File: src/rtl/round_seq_pkg.sv
// Shared types and constants for the light-pattern round sequencer.
package round_seq_pkg;

   typedef enum logic [2:0] {
      StIdle  = 3'd0,
      StGen   = 3'd1,
      StShow  = 3'd2,
      StGap   = 3'd3,
      StApply = 3'd4,
      StGood  = 3'd5,
      StBurn  = 3'd6,
      StEnd   = 3'd7
   } state_e;

   localparam logic [7:0] SEG_GOOD  = 8'd255;
   localparam logic [7:0] SEG_END   = 8'd253;
   localparam logic [3:0] NO_PRESS  = 4'b1111;
   localparam logic [3:0] LFSR_SEED = 4'b1001;

   function automatic logic [3:0] lfsr_next(input logic [3:0] r);
      return {r[3] ^ r[2] ^ r[0], r[3:1]};
   endfunction

endpackage

File: src/rtl/tick_prescaler.sv
// Game-tick prescaler: counts 0..CLK_DIV-1 and pulses o_tick for one cycle on wrap.
module tick_prescaler #(
   parameter int unsigned CLK_DIV = 50_000_000
) (
   input  logic clk,
   input  logic rst_n,
   input  logic i_clr,
   output logic o_tick
);

   localparam int unsigned CntW = (CLK_DIV > 1) ? $clog2(CLK_DIV) : 1;

   logic [CntW-1:0] r_cnt;

   assign o_tick = (r_cnt == CntW'(CLK_DIV - 1));

   always_ff @(posedge clk or negedge rst_n) begin
      if (!rst_n) begin
         r_cnt <= '0;
      end else if (i_clr || o_tick) begin
         r_cnt <= '0;
      end else begin
         r_cnt <= r_cnt + 1'b1;
      end
   end

endmodule

File: src/rtl/round_sequencer.sv
// Round controller for the light-pattern game.
// Define ROUND_SEQ_RETRY_EN to replay the same pattern after a BURN instead of regenerating.
module round_sequencer
   import round_seq_pkg::*;
#(
   parameter int unsigned CLK_DIV       = 50_000_000,
   parameter int unsigned PAT_LEN       = 7,
   parameter int unsigned MAX_LEVEL     = 10,
   parameter int unsigned TIMEOUT_TICKS = 8
) (
   input  logic       clk,
   input  logic       rst_n,
   input  logic       start_i,
   input  logic [3:0] change_i,
   output logic [3:0] light_o,
   output logic [7:0] seg7_o,
   output logic [7:0] level_o,
   output logic [1:0] difficulty_o,
   output logic [2:0] phase_o,
   output logic       end_o
);

   localparam int unsigned IdxW = (PAT_LEN > 1) ? $clog2(PAT_LEN) : 1;

   state_e            r_state, w_state_d;
   logic [IdxW-1:0]   r_idx, w_idx_d;
   logic [7:0]        r_tcnt, w_tcnt_d;
   logic [3:0]        r_lfsr, w_lfsr_d, w_lfsr_nx;
   logic [3:0]        r_pat [PAT_LEN];
   logic [3:0]        r_prev;
   logic [7:0]        r_level, w_level_d;
   logic [1:0]        r_diff, w_diff_d;
   logic [3:0]        r_light, w_light_d;
   logic [7:0]        r_seg7, w_seg7_d;
   logic              r_end, w_end_d;
   logic              w_tick, w_clr, w_pat_we, w_accept, w_idx_last;
   logic [3:0]        w_entry;

   // Every state change restarts the tick period so each state gets full ticks.
   assign w_clr = (w_state_d != r_state);

   tick_prescaler #(
      .CLK_DIV (CLK_DIV)
   ) u_prescaler (
      .clk    (clk),
      .rst_n  (rst_n),
      .i_clr  (w_clr),
      .o_tick (w_tick)
   );

   assign w_lfsr_nx  = lfsr_next(r_lfsr);
   assign w_entry    = 4'b0001 << w_lfsr_nx[1:0];
   assign w_idx_last = (r_idx == IdxW'(PAT_LEN - 1));
   assign w_accept   = (r_prev == NO_PRESS) && (change_i != NO_PRESS);

   always_comb begin
      w_state_d = r_state;
      w_idx_d   = r_idx;
      w_tcnt_d  = r_tcnt;
      w_lfsr_d  = r_lfsr;
      w_level_d = r_level;
      w_diff_d  = r_diff;
      w_pat_we  = 1'b0;
      case (r_state)
         StIdle: begin
            if (start_i) begin
               w_state_d = StGen;
               w_idx_d   = '0;
            end else begin
               w_lfsr_d = w_lfsr_nx;
            end
         end
         StGen: begin
            w_lfsr_d = w_lfsr_nx;
            w_pat_we = 1'b1;
            if (w_idx_last) begin
               w_state_d = StShow;
               w_idx_d   = '0;
               w_tcnt_d  = '0;
            end else begin
               w_idx_d = r_idx + 1'b1;
            end
         end
         StShow: begin
            if (w_tick) begin
               if (r_tcnt == {6'd0, 2'd3 - r_diff}) begin
                  w_state_d = StGap;
                  w_tcnt_d  = '0;
               end else begin
                  w_tcnt_d = r_tcnt + 1'b1;
               end
            end
         end
         StGap: begin
            if (w_tick) begin
               w_tcnt_d = '0;
               if (w_idx_last) begin
                  w_state_d = StApply;
                  w_idx_d   = '0;
               end else begin
                  w_state_d = StShow;
                  w_idx_d   = r_idx + 1'b1;
               end
            end
         end
         StApply: begin
            // An accepted press takes priority, so mismatch plus timeout is one BURN.
            if (w_accept) begin
               w_tcnt_d = '0;
               if (change_i != r_pat[r_idx]) begin
                  w_state_d = StBurn;
               end else if (w_idx_last) begin
                  w_state_d = StGood;
                  w_idx_d   = '0;
               end else begin
                  w_idx_d = r_idx + 1'b1;
               end
            end else if (w_tick) begin
               if (r_tcnt == 8'(TIMEOUT_TICKS - 1)) begin
                  w_state_d = StBurn;
                  w_tcnt_d  = '0;
               end else begin
                  w_tcnt_d = r_tcnt + 1'b1;
               end
            end
         end
         StGood: begin
            if (w_tick) begin
               if (r_tcnt == 8'd1) begin
                  w_tcnt_d = '0;
                  w_idx_d  = '0;
                  w_diff_d = (r_diff == 2'd3) ? 2'd3 : r_diff + 1'b1;
                  if (r_level == 8'(MAX_LEVEL)) begin
                     w_state_d = StEnd;
                  end else begin
                     w_level_d = r_level + 1'b1;
                     w_state_d = StGen;
                  end
               end else begin
                  w_tcnt_d = r_tcnt + 1'b1;
               end
            end
         end
         StBurn: begin
            if (w_tick) begin
               if (r_tcnt == 8'd1) begin
                  w_tcnt_d = '0;
                  w_idx_d  = '0;
                  w_diff_d = (r_diff == 2'd0) ? 2'd0 : r_diff - 1'b1;
`ifdef ROUND_SEQ_RETRY_EN
                  w_state_d = StShow;
`else
                  w_state_d = StGen;
`endif
               end else begin
                  w_tcnt_d = r_tcnt + 1'b1;
               end
            end
         end
         StEnd: begin
            if (start_i) begin
               w_level_d = 8'd1;
               w_diff_d  = 2'd0;
               w_idx_d   = '0;
               w_state_d = StGen;
            end
         end
         default: w_state_d = StIdle;
      endcase
   end

   // Outputs are computed from next-state values so the registered copies track r_state.
   always_comb begin
      w_light_d = 4'b0000;
      if (w_state_d == StShow) begin
         w_light_d = (w_pat_we && (r_idx == w_idx_d)) ? w_entry : r_pat[w_idx_d];
      end
      case (w_state_d)
         StGood:        w_seg7_d = SEG_GOOD;
         StBurn, StEnd: w_seg7_d = SEG_END;
         default:       w_seg7_d = w_level_d;
      endcase
      w_end_d = (w_state_d == StEnd);
   end

   always_ff @(posedge clk or negedge rst_n) begin
      if (!rst_n) begin
         r_state <= StIdle;
         r_idx   <= '0;
         r_tcnt  <= '0;
         r_lfsr  <= LFSR_SEED;
         r_pat   <= '{default: '0};
         r_prev  <= NO_PRESS;
         r_level <= 8'd1;
         r_diff  <= 2'd0;
         r_light <= 4'b0000;
         r_seg7  <= 8'd1;
         r_end   <= 1'b0;
      end else begin
         r_state <= w_state_d;
         r_idx   <= w_idx_d;
         r_tcnt  <= w_tcnt_d;
         r_lfsr  <= w_lfsr_d;
         r_prev  <= change_i;
         r_level <= w_level_d;
         r_diff  <= w_diff_d;
         r_light <= w_light_d;
         r_seg7  <= w_seg7_d;
         r_end   <= w_end_d;
         if (w_pat_we) begin
            r_pat[r_idx] <= w_entry;
         end
      end
   end

   assign light_o      = r_light;
   assign seg7_o       = r_seg7;
   assign level_o      = r_level;
   assign difficulty_o = r_diff;
   assign phase_o      = r_state;
   assign end_o        = r_end;

endmodule

File: config.mk
export PLATFORM = sky130hd
export DESIGN_NAME = round_sequencer
export DESIGN_NICKNAME = d
export VERILOG_FILES = /design/src/rtl/round_seq_pkg.sv /design/src/rtl/tick_prescaler.sv /design/src/rtl/round_sequencer.sv
export SDC_FILE = /design/constraint.sdc
export NUM_CORES = 1
export LEC_CHECK = 0
export CAP_MARGIN = 40
export CORE_MARGIN = 2
export CORE_UTILIZATION = 26
export DETAILED_ROUTE_END_ITERATION = 8
export DONT_BUFFER_PORTS = 1
export GPL_TIMING_DRIVEN = 0
export SYNTH_ARGS = -nofsm -noshare
export SYNTH_HDL_FRONTEND = slang
export SYNTH_SLANG_ARGS = --single-unit
File: constraint.sdc
create_clock -name clk -period 5.2 [get_ports clk]
set_clock_uncertainty 0.2 [all_clocks]
set_input_delay 0.52 -clock clk [delete_from_list [all_inputs] [get_ports clk]]
set_output_delay 0.52 -clock clk [all_outputs]
set_load 0.02 [all_outputs]
==> impl_results.md, run 1 <==
* Vias after detailed routing at 4409
* Row cnt at 53
* Worst VDD drop at 0.169 mV
* Largest net degree at the start of global routing at 100
* Initial antenna violation count at 0
* Initial Utilization at 26.3%
* Final hold slack at 0.287 ns
* Post-synthesis sequential area ratio at 45.4%
* Die height at 149 um
* Placed cells at 857
* Total grt overflow at 0
* TritonCTS clock tree: done
* Flops & latches, synth at 99
* Vias in the first global route at 4373
* Reg2reg start: r_idx[1]
* Primary FF master, synth: dfrtp_1
* Final setup viols at 0
* Crit end category: flop
* Hold Buf Count CTS at 6
* Final RePlAce weighted congestion at 0.931
* CTS buffer count at 9
* HP Class: reg2reg
* Area Growth Syn to Fin at 12.7%
* Area of the core at 20800 um2
* Worst Setup EP: light_o[3]
* Status: complete, no violations
* Max-Cap Viols at 0
* Clk slew on worst S/H paths at 0.07 ns
* Distinct cells, synth at 66
* Root buf cell: clkbuf_16
* Final net count at 611
* Post-route DRC at 0
* Syn Nets at 592
* PortBufs at 0
* Hold Fails Final Rpt at 0
* Final Max Tran Viols at 0
* Drt total wl at 13.5 mm
* DRT Pass-1 Iters at 5
* Measured slew at the worst slew-check pin at 0.801 ns
* Post-Syn Area at 5480 um2
* EDFF count, synth at 0
* Post-CTS Setup Inserts at 0
* WP data required at 5.23 ns
* Slew HR at 46.1%
* PostCTS Resize Cnt at 0
* Post-Synthesis Cells at 580
* Flop-to-flop setup slack at 1.35 ns
* Clk sink count at 99
* Fmax at 260 MHz
* Layout cells sized above 1 at 11.6%
* Cells on worst reg2reg path at 11
* Non-Filler Instances at 879
* Mean area per synthesized cell at 9.44 um2
* Vias per std cell at 5.02
* Routed Antenna Nets at 0
* 1st-iter DRT viols at 334
* Leak at 2.48 nW
* CP max FO at 10
* Total Power at 0.00142 W
* CP max-delay cell: dfrtp_1
* First-pass GRT wire length at 22.8 mm
* ANT cells at 0
* WP data arrival at 3.88 ns
* I/O Pins at 33
* Crit path launch: r_idx[1]
* Die Area at 22200 um2
* Tcrit/Tclk final at 74.0%
* Worst hold stages at 1
* Min Clock Period, post-route at 3.85 ns
* WS Path Type: reg2reg
* Number of fill cells at 2185
* Setup_tns at 0 ns
* YS warnings at 0
* Power density cells at 229 nW/um2
* FFs w/ async S/R, synth at 100%
* Total track usage at 12.6%
* Max incr delay on CP at 0.46 ns
* WL per Instance at 15.4 um
* Most frequent cells in the layout: dfrtp_1 (91), nand2_1 (58), nor2_1 (57), o21ai_0 (47), nand3_1 (36)
* RSZ-0062 raised after global routing: false
* Commonest non-fill, non-tap cell in the layout: dfrtp_1
* Clock Latency Late Sink at 0.35 ns
* Max H-tree Level at 3
* RR Endpoint: light_o[3]
* CP Launch Type: flop
* Critical-path cell list: buf_6 > mux2_1 > o21ai_0 > and3b_1 > o2111ai_4 > a21o_1 > a32oi_2 > inv_1 > clkbuf_1 > a211o_1 > a41oi_1
* Max clock buf depth at 2
* Die Wd at 149 um
* Final HPWL DP at 9.53 mm
-- routing by layer --
layer | wire length (um) | track usage (%)
met1 | 6360 | 17.2
met2 | 6020 | 19.9
met5 | 0 | 0
met3 | 855 | 2.69
met4 | 308 | 4.24
-- how the worst min path moves through the flow --
stage,from,endpoint,slack [ns]
floorplan,rst_n,difficulty_o[0],0.02
global placement,rst_n,r_pat[24],0.03
detailed placement,rst_n,light_o[0],0.03
CTS,r_tcnt[7],r_tcnt[7],0.29
global route,r_tcnt[7],r_tcnt[7],0.31
finish,r_tcnt[7],r_tcnt[7],0.29
-- stage by stage --
stage | utilization [%] | area [um2] | setup WS (ns)
after detailed placement | 28.0 | 5830 | 1.48
final | 29.6 | 6170 | 1.35
after global placement | 27.9 | 5820 | 1.48
after floorplan | - | 5480 | 2.15
after CTS | 29.6 | 6170 | 1.43
after global routing | 29.6 | 6170 | 1.15
-- synthesized netlist by cell type, types with 3 or more instances --
master / n / area [um2]
dfrtp_1: 91 / 2280
nand2_1: 58 / 218
nor2_1: 57 / 214
o21ai_0: 47 / 235
nand3_1: 36 / 180
a21oi_1: 23 / 115
mux2_2: 21 / 236
xor2_1: 21 / 184
nand4_1: 15 / 93.8
clkbuf_1: 14 / 52.6
inv_1: 12 / 45.0
nand2b_1: 12 / 75.1
a211o_1: 11 / 96.3
buf_2: 11 / 55.1
and3_1: 9 / 56.3
nor2b_1: 9 / 56.3
o31ai_1: 9 / 67.6
dfstp_2: 8 / 210
xnor2_1: 8 / 70.1
a21o_1: 7 / 52.6
nor3_1: 7 / 35.0
a31oi_1: 6 / 37.5
and2_1: 6 / 37.5
o21ai_1: 6 / 30.0
and4_1: 5 / 43.8
ha_1: 5 / 62.6
a41oi_1: 4 / 35.0
mux2i_1: 4 / 40.0
and3b_1: 3 / 26.3
nor4_1: 3 / 18.8
o221ai_1: 3 / 26.3
-- critical path: cells and delay by family (launching register included) --
kind,cells,cell delay (ns)
AOI/OAI and AO/OA,6,1.77
buffers and inverters,3,0.62
DFF,1,0.46
muxes,1,0.35
and+or+nand+nor,1,0.33
-- sequential cells by signal (all words and copies together), names as in the netlist --
register and cells:
difficulty_o 2, r_tcnt 8, r_prev 4, end_o 1
seg7_o 8, r_idx 3, u_prescaler.r_cnt 26, light_o 4
level_o 8, phase_o 3, r_pat 28, r_lfsr 4
-- logic make-up (layout without fill, tap and decap cells) --
kind of cell | count (synthesis) | in the layout | share of synthesized area [%]
compound gates | 142 | 142 | 17.7
buf+inv | 42 | 66 | 3.27
flops | 99 | 99 | 45.4
simple gates | 232 | 232 | 21.0
xor+xnor | 31 | 31 | 5.23
fa+ha+maj | 5 | 5 | 1.14
mux | 29 | 29 | 6.28
-- cell type report --
cell class | count | area [um2] | area share (%)
buffer | 27 | 123 | 1.99
clock buffer | 12 | 236 | 3.83
clock inverter | 4 | 27.5 | 0.446
inverter | 15 | 56.3 | 0.912
multi-input combinational | 439 | 2810 | 45.5
sequential | 99 | 2490 | 40.3
tap | 275 | 344 | 5.58
timing repair buffer | 8 | 87.6 | 1.42
-- where the power goes --
group | switching (W) | internal (W) | leakage, nW | total (W)
Clock | 0.000292 | 0.000326 | 0.131 | 0.000617
Sequential | 0.000000388 | 0.000773 | 1.23 | 0.000773
Combinational | 0.0000182 | 0.00000679 | 1.13 | 0.0000250
No activity file was read; power rests on OpenSTA's default activity.
==> run 2: changes to the inputs <==
==> constraint.sdc (replaced) <==
create_clock -name clk -period 3.6 [get_ports clk]
set_clock_uncertainty 0.2 [all_clocks]
set_input_delay 0.36 -clock clk [delete_from_list [all_inputs] [get_ports clk]]
set_output_delay 0.36 -clock clk [all_outputs]
set_load 0.02 [all_outputs]
==> impl_results.md, run 2 (synthesis gave the netlist of run 1 again) <==
* Clk slew on worst S/H paths at 0.07 ns (about the same)
* 1st-iter DRT viols at 338 (+1.2%)
* Reg2reg start: r_idx[2]
* Final Max Tran Viols at 0 (unchanged)
* Worst VDD drop at 0.244 mV (+44%)
* PortBufs at 0 (unchanged)
* Vias in the first global route at 4392 (+0.43%)
* CP max FO at 10 (unchanged)
* Area of the core at 20800 um2 (unchanged)
* Initial Utilization at 26.3% (unchanged)
* Vias per std cell at 5.02 (about the same)
* Die Wd at 149 um (unchanged)
* Leak at 2.52 nW (+1.4%)
* Worst hold stages at 1 (unchanged)
* WS Path Type: reg2reg
* Min Clock Period, post-route at 3.51 ns (-0.345 ns)
* Row cnt at 53 (unchanged)
* HP Class: reg2reg
* Largest net degree at the start of global routing at 100 (unchanged)
* Fmax at 285 MHz (+9.8%)
* Total track usage at 12.7% (+0.019 points)
* Die height at 149 um (unchanged)
* Drt total wl at 13.7 mm (+0.79%)
* RSZ-0062 raised after global routing: false
* Commonest non-fill, non-tap cell in the layout: dfrtp_1
* Measured slew at the worst slew-check pin at 0.841 ns (+0.0405 ns)
* Vias after detailed routing at 4423 (+0.32%)
* Hold Fails Final Rpt at 0 (unchanged)
* Root buf cell: clkbuf_16
* Layout cells sized above 1 at 14.5% (+2.9 points)
* Post-route DRC at 0 (unchanged)
* Largest regs: r_pat: 28 flops, u_prescaler.r_cnt: 26 flops
* Cells on worst reg2reg path at 11 (unchanged)
* Max-Cap Viols at 0 (unchanged)
* Routed Antenna Nets at 0 (unchanged)
* Tcrit/Tclk final at 97.4% (+23 points)
* Clock Latency Late Sink at 0.34 ns (about the same)
* WL per Instance at 15.5 um (+0.56%)
* Initial antenna violation count at 0 (unchanged)
* Final setup viols at 0 (unchanged)
* Slew HR at 43.3% (-2.7 points)
* Clk sink count at 99 (unchanged)
* Flop-to-flop setup slack at 0.09 ns (-1.26 ns)
* Max clock buf depth at 2 (unchanged)
* Cell area after layout at 6280 um2 (+1.7%)
* I/O Pins at 33 (unchanged)
* Die Area at 22200 um2 (unchanged)
* Util after Layout at 30.1% (+0.51 points)
* Final net count at 613 (+0.33%)
* Hold Path Sink: r_tcnt[7]
* Power density cells at 325 nW/um2 (+42%)
* Status: complete, no violations
* Hold path startpoint: r_tcnt[7]
* Top reg by flops: r_pat
* Final RePlAce weighted congestion at 0.931 (unchanged)
* CTS buffer count at 9 (unchanged)
* Total grt overflow at 0 (unchanged)
* Final HPWL DP at 9.53 mm (unchanged)
* DP Area at 5830 um2 (unchanged)
* Number of fill cells at 2168 (-0.78%)
* Area Growth Syn to Fin at 14.6%
* First-pass GRT wire length at 22.8 mm (+0.21%)
* RR Endpoint: light_o[3]
* TritonCTS clock tree: done
* Largest register FFs at 28 (unchanged)
* DRT Pass-1 Iters at 5 (unchanged)
* CP Launch Type: flop
* Crit end category: flop
* WP data required at 3.63 ns (-1.60 ns)
* Most frequent cells in the layout: dfrtp_1 (90), nand2_1 (58), nor2_1 (57), o21ai_0 (46), nand3_1 (36)
* ANT cells at 0 (unchanged)
* Max H-tree Level at 3 (unchanged)
* WP data arrival at 3.54 ns (-0.34 ns)
==> run 2: cell count changes in the layout (fill, tap and decap cells not counted), moves of 2 or more <==
| cell | previous run | this run |
|---|---|---|
| clkbuf_2 | 0 | 4 |
| clkbuf_1 | 17 | 13 |
| o21ai_2 | 0 | 3 |
| o21ai_1 | 6 | 4 |
| buf_4 | 0 | 2 |
==> run 2: layout make-up <==
class	instances	area [um2]	share of cell area [%]
repair buffers	10	103	1.63
clock buffers	12	236	3.77
well taps	275	344	5.48
flip-flops and latches	99	2490	39.6
inverters	15	56.3	0.897
multi-input cells	439	2890	46.1
plain buffers	27	128	2.03
clock inverters	4	27.5	0.439
==> run 2: critical path, cell delays in order, from the launching register on <==
cell	delay, ns
dfrtp_1	0.39
buf_2	0.29
mux4_2	0.39
mux2i_4	0.19
xor2_2	0.24
o2111ai_4	0.22
a21o_1	0.29
a32oi_4	0.28
inv_1	0.16
clkbuf_2	0.23
a211o_1	0.26
a41oi_1	0.26
==> run 2: report_power, final <==
part           switching [W]  internal, W
logic              0.0000267   0.00000981
clock network       0.000417     0.000470
registers        0.000000558      0.00112
==> run 2: worst max-delay path by stage <==
stage              from  slack [ns]         end
2_1_floorplan  r_idx[1]        0.55  light_o[2]
3_3_place_gp   r_idx[1]       -0.12  light_o[3]
3_5_place_dp   r_idx[1]       -0.12  light_o[3]
4_1_cts        r_idx[1]        0.02  light_o[3]
5_1_grt        r_idx[0]       0.001  light_o[3]
6_report       r_idx[2]        0.09  light_o[3]
==> run 2: what timing repair did <==
action,4_1_cts,5_1_grt
setup endpoints to repair,4,24
hold endpoints to repair,103,0
buffers inserted,0,2
pin swaps,0,2
hold buffers,6,0
cloned,0,0
resized for setup,4,20
==> run 2: layer usage <==
metal  track usage [%]  vias up  part of all wire [%]
li1                  -     2137                     -
met1              17.2     2126                    47
met2              20.0      139                    45
met3              2.69       21                   6.2
met4              4.24        0                   2.2
met5                 0        -                     0
==> run 2: per-stage QoR <==
step / TNS [ns] / worst slack (ns) / total power, W / hold slack (ns) / instances
floorplan: 0 / 0.546 / 0.00114 / -0.136 / 580
global placement: -0.309 / -0.124 / 0.00115 / -0.132 / 855
detailed placement: -0.257 / -0.124 / 0.00115 / -0.131 / 857
CTS: 0 / 0.0217 / 0.00206 / 0.290 / 879
global route: 0 / 0.00100 / 0.00211 / 0.310 / 881
finish: 0 / 0.0942 / 0.00204 / 0.289 / 881
==> run 3: changes to the inputs <==
--- a/config.mk
+++ b/config.mk
@@ -5,6 +5,7 @@
 export SDC_FILE = /design/constraint.sdc
 export NUM_CORES = 1
 export LEC_CHECK = 0
+export ABC_AREA = 1
 export CAP_MARGIN = 40
 export CORE_MARGIN = 2
 export CORE_UTILIZATION = 26
==> impl_results.md, run 3 <==
* Status: complete, no violations
* Largest net degree at the start of global routing at 100 (unchanged)
* Comb power frac at 2.3% (+0.5 points)
* Flops & latches, synth at 99 (unchanged)
* Area Growth Syn to Fin at 12.4%
* Vias per std cell at 4.55 (-9.3%)
* WL per Instance at 12.7 um (-18%)
* Post-Synthesis Cells at 778 (+34%)
* Die Wd at 153 um (+2.4%)
* EDFF count, synth at 0 (unchanged)
* Initial Utilization at 26.4% (+0.12 points)
* Vias in the first global route at 4785 (+8.9%)
* Layout cells sized above 1 at 10.0% (-4.5 points)
* Post-synthesis sequential area ratio at 43.3% (-2.1 points)
* WS Path Type: reg2reg
* Root buf cell: clkbuf_16
* Max H-tree Level at 3 (unchanged)
* Clk slew on worst S/H paths at 0.07 ns (about the same)
* First-pass GRT wire length at 23.4 mm (+2.4%)
* Final setup viols at 0 (unchanged)
* Die Area at 23300 um2 (+4.8%)
* Post-route DRC at 0 (unchanged)
* YS warnings at 0 (unchanged)
* HP Class: in2reg
* Syn Nets at 790 (+33%)
* Cell internal pwr at 0.00161 W (+1.1%)
* Clk network pwr share at 44.3% (+0.8 points)
* Initial antenna violation count at 0 (unchanged)
* Switching share of power at 23.4% (+1.6 points)
* Drt total wl at 13.8 mm (+0.75%)
* Net Switching at 0.000493 W (+11%)
* Final Max Tran Viols at 0 (unchanged)
* FFs w/ async S/R, synth at 100% (unchanged)
* Power density cells at 326 nW/um2 (+0.29%)
* Most frequent cells in the layout: nand2_1 (192), inv_1 (106), dfrtp_1 (91), nor2_1 (87), nand3_1 (78)
* Area of the core at 21800 um2 (+4.5%)
* Clk sink count at 99 (unchanged)
* Die height at 153 um (+2.4%)
* Max clock buf depth at 2 (unchanged)
* Row cnt at 54 (+1.9%)
* Distinct cells, synth at 46 (-30%)
* Crit end category: flop
* Largest register FFs at 28 (unchanged)
* Post-synth top area share at 39.6% (-2.0 points)
* Mean area per synthesized cell at 7.39 um2 (-22%)
* Post-Syn Area at 5750 um2 (+5.0%)
* Vias after detailed routing at 4916 (+11%)
* Max-Cap Viols at 0 (unchanged)
* Total track usage at 12.2% (-0.44 points)
* Hold Fails Final Rpt at 0 (unchanged)
* PostCTS Resize Cnt at 0 (-4)
* Primary FF master, synth: dfrtp_1
* Top cells by area, synth: dfrtp_1 (40%), nand2_1 (13%), inv_1 (6.9%)
* Final RePlAce weighted congestion at 0.919 (-1.3%)
* CP max FO at 10 (unchanged)
* Most frequent cells after synthesis: nand2_1 (192), inv_1 (106), dfrtp_1 (91), nor2_1 (87), nand3_1 (78)
* Fmax at 335 MHz (+17%)
* Slew HR at 45.2% (+1.9 points)
* Worst VDD drop at 0.223 mV (-8.4%)
* TritonCTS clock tree: done
* Top reg by flops: r_pat
* Clock Latency Late Sink at 0.36 ns (+0.02 ns)
* Setup_tns at 0 ns (unchanged)
* WP data required at 3.64 ns (about the same)
* Final HPWL DP at 10.1 mm (+6.4%)
* Routed Antenna Nets at 0 (unchanged)
* Synth area leader: dfrtp_1
* Largest regs: r_pat: 28 flops, u_prescaler.r_cnt: 26 flops
* DRT Pass-1 Iters at 5 (unchanged)
* WP data arrival at 3.03 ns (-0.51 ns)
* CTS buffer count at 9 (unchanged)
* Tcrit/Tclk final at 83.0% (-14 points)
* Total grt overflow at 0 (unchanged)
* Commonest non-fill, non-tap cell in the layout: nand2_1
* RSZ-0062 raised after global routing: false
* Measured slew at the worst slew-check pin at 0.815 ns (-0.0257 ns)
* 1st-iter DRT viols at 346 (+2.4%)
* PortBufs at 0 (unchanged)
* Most common cell in the synthesized netlist: nand2_1
* I/O Pins at 33 (unchanged)
* Final net count at 807 (+32%)
* Final hold slack at 0.107 ns (-0.182 ns)
* CP Launch Type: flop
* ANT cells at 0 (unchanged)
* Sequential share of power at 53.4% (-1.3 points)
* Min Clock Period, post-route at 2.99 ns (-0.517 ns)
* Leak at 2.97 nW (+18%)
## run 3: changes by cell type after synthesis, sizes merged, moves of 9 or more
| cell | previous run | this run |
|---|---|---|
| nor2 | 58 | 98 |
| inv | 14 | 116 |
| clkbuf | 14 | 1 |
| a211o | 11 | 0 |
| nand3 | 36 | 81 |
| mux2 | 23 | 0 |
| nand2 | 58 | 199 |
| nand2b | 12 | 0 |
| nor2b | 9 | 0 |
| nor3 | 7 | 23 |
## run 3: metal layers
layer  GRT usage, %  vias up  part of all wire (%)
li1               -     2529                     -
met1           16.1     2283                    47
met2           20.2       89                    47
met3           2.84       15                   4.7
met4           3.31        0                   1.3
met5              0        -                     0
## run 3: path summary, 6_finish.rpt
check                                startpoint                    end  slack, ns  cells past startpoint
max reg2reg                          level_o[1]   u_prescaler.r_cnt[3]       0.61                     11
min reg2reg                u_prescaler.r_cnt[0]   u_prescaler.r_cnt[0]       0.26                      1
max                                  level_o[1]   u_prescaler.r_cnt[3]       0.61                     11
max in group asynchronous                 rst_n              r_prev[0]       2.39                      2
min                                     start_i             level_o[0]       0.11                      4
min in group asynchronous                 rst_n  u_prescaler.r_cnt[22]       0.38                      2
## run 3: area by class of cell
| class | count | area [um2] |
|---|---|---|
| fillers | 2358 | 15300 |
| multi-input cells | 550 | 2700 |
| flip-flops and latches | 99 | 2490 |
| inverters | 116 | 440 |
| well taps | 280 | 350 |
| clock buffers | 9 | 225 |
| plain buffers | 13 | 115 |
| repair buffers | 6 | 77.6 |
| clock inverters | 7 | 60.1 |
## run 3: critical path, cell delays in order (launching register included)
cell	delay, ns
dfrtp_1	0.52
ha_1	0.20
nand4_1	0.11
nor4_2	0.46
nand3_2	0.22
o21ai_1	0.16
nor2_1	0.06
o21ai_2	0.09
nand2_2	0.09
o211ai_2	0.47
buf_6	0.23
nor2_1	0.05
## run 3: logic make-up after synthesis
family | share of synthesized area, %
compound gates | 9.78
xor+xnor | 3.51
fa+ha+maj | 1.09
buf+inv | 9.67
flops | 43.3
simple gates | 32.7
## run 3: what timing repair did
item                                    in CTS  in global routing
setup buffers                                0                  0
hold buffers                                 6                  0
endpoints found under the setup margin       0                  0
endpoints found under the hold margin      103                  0
## run 3: power groups by stage
stage                     registers (W)  logic [W]  clock network (W)
after floorplan                 0.00114  0.0000144                  0
after global placement          0.00115  0.0000192                  0
after detailed placement        0.00115  0.0000192                  0
after global routing            0.00112  0.0000563            0.00101
after CTS                       0.00112  0.0000507           0.000968
final                           0.00112  0.0000482           0.000934
## run 3: metrics by stage
step / power (W) / instance area, um2 / std cells / setup WS, ns / utilization [%]
global placement: 0.00116 / 6100 / 1058 / 0.628 / 28.0
floorplan: 0.00116 / 5750 / 778 / 1.17 / -
finish: 0.00211 / 6460 / 1080 / 0.611 / 29.7
detailed placement: 0.00117 / 6100 / 1058 / 0.620 / 28.0
global route: 0.00219 / 6460 / 1080 / 0.304 / 29.7
CTS: 0.00214 / 6460 / 1080 / 0.596 / 29.7
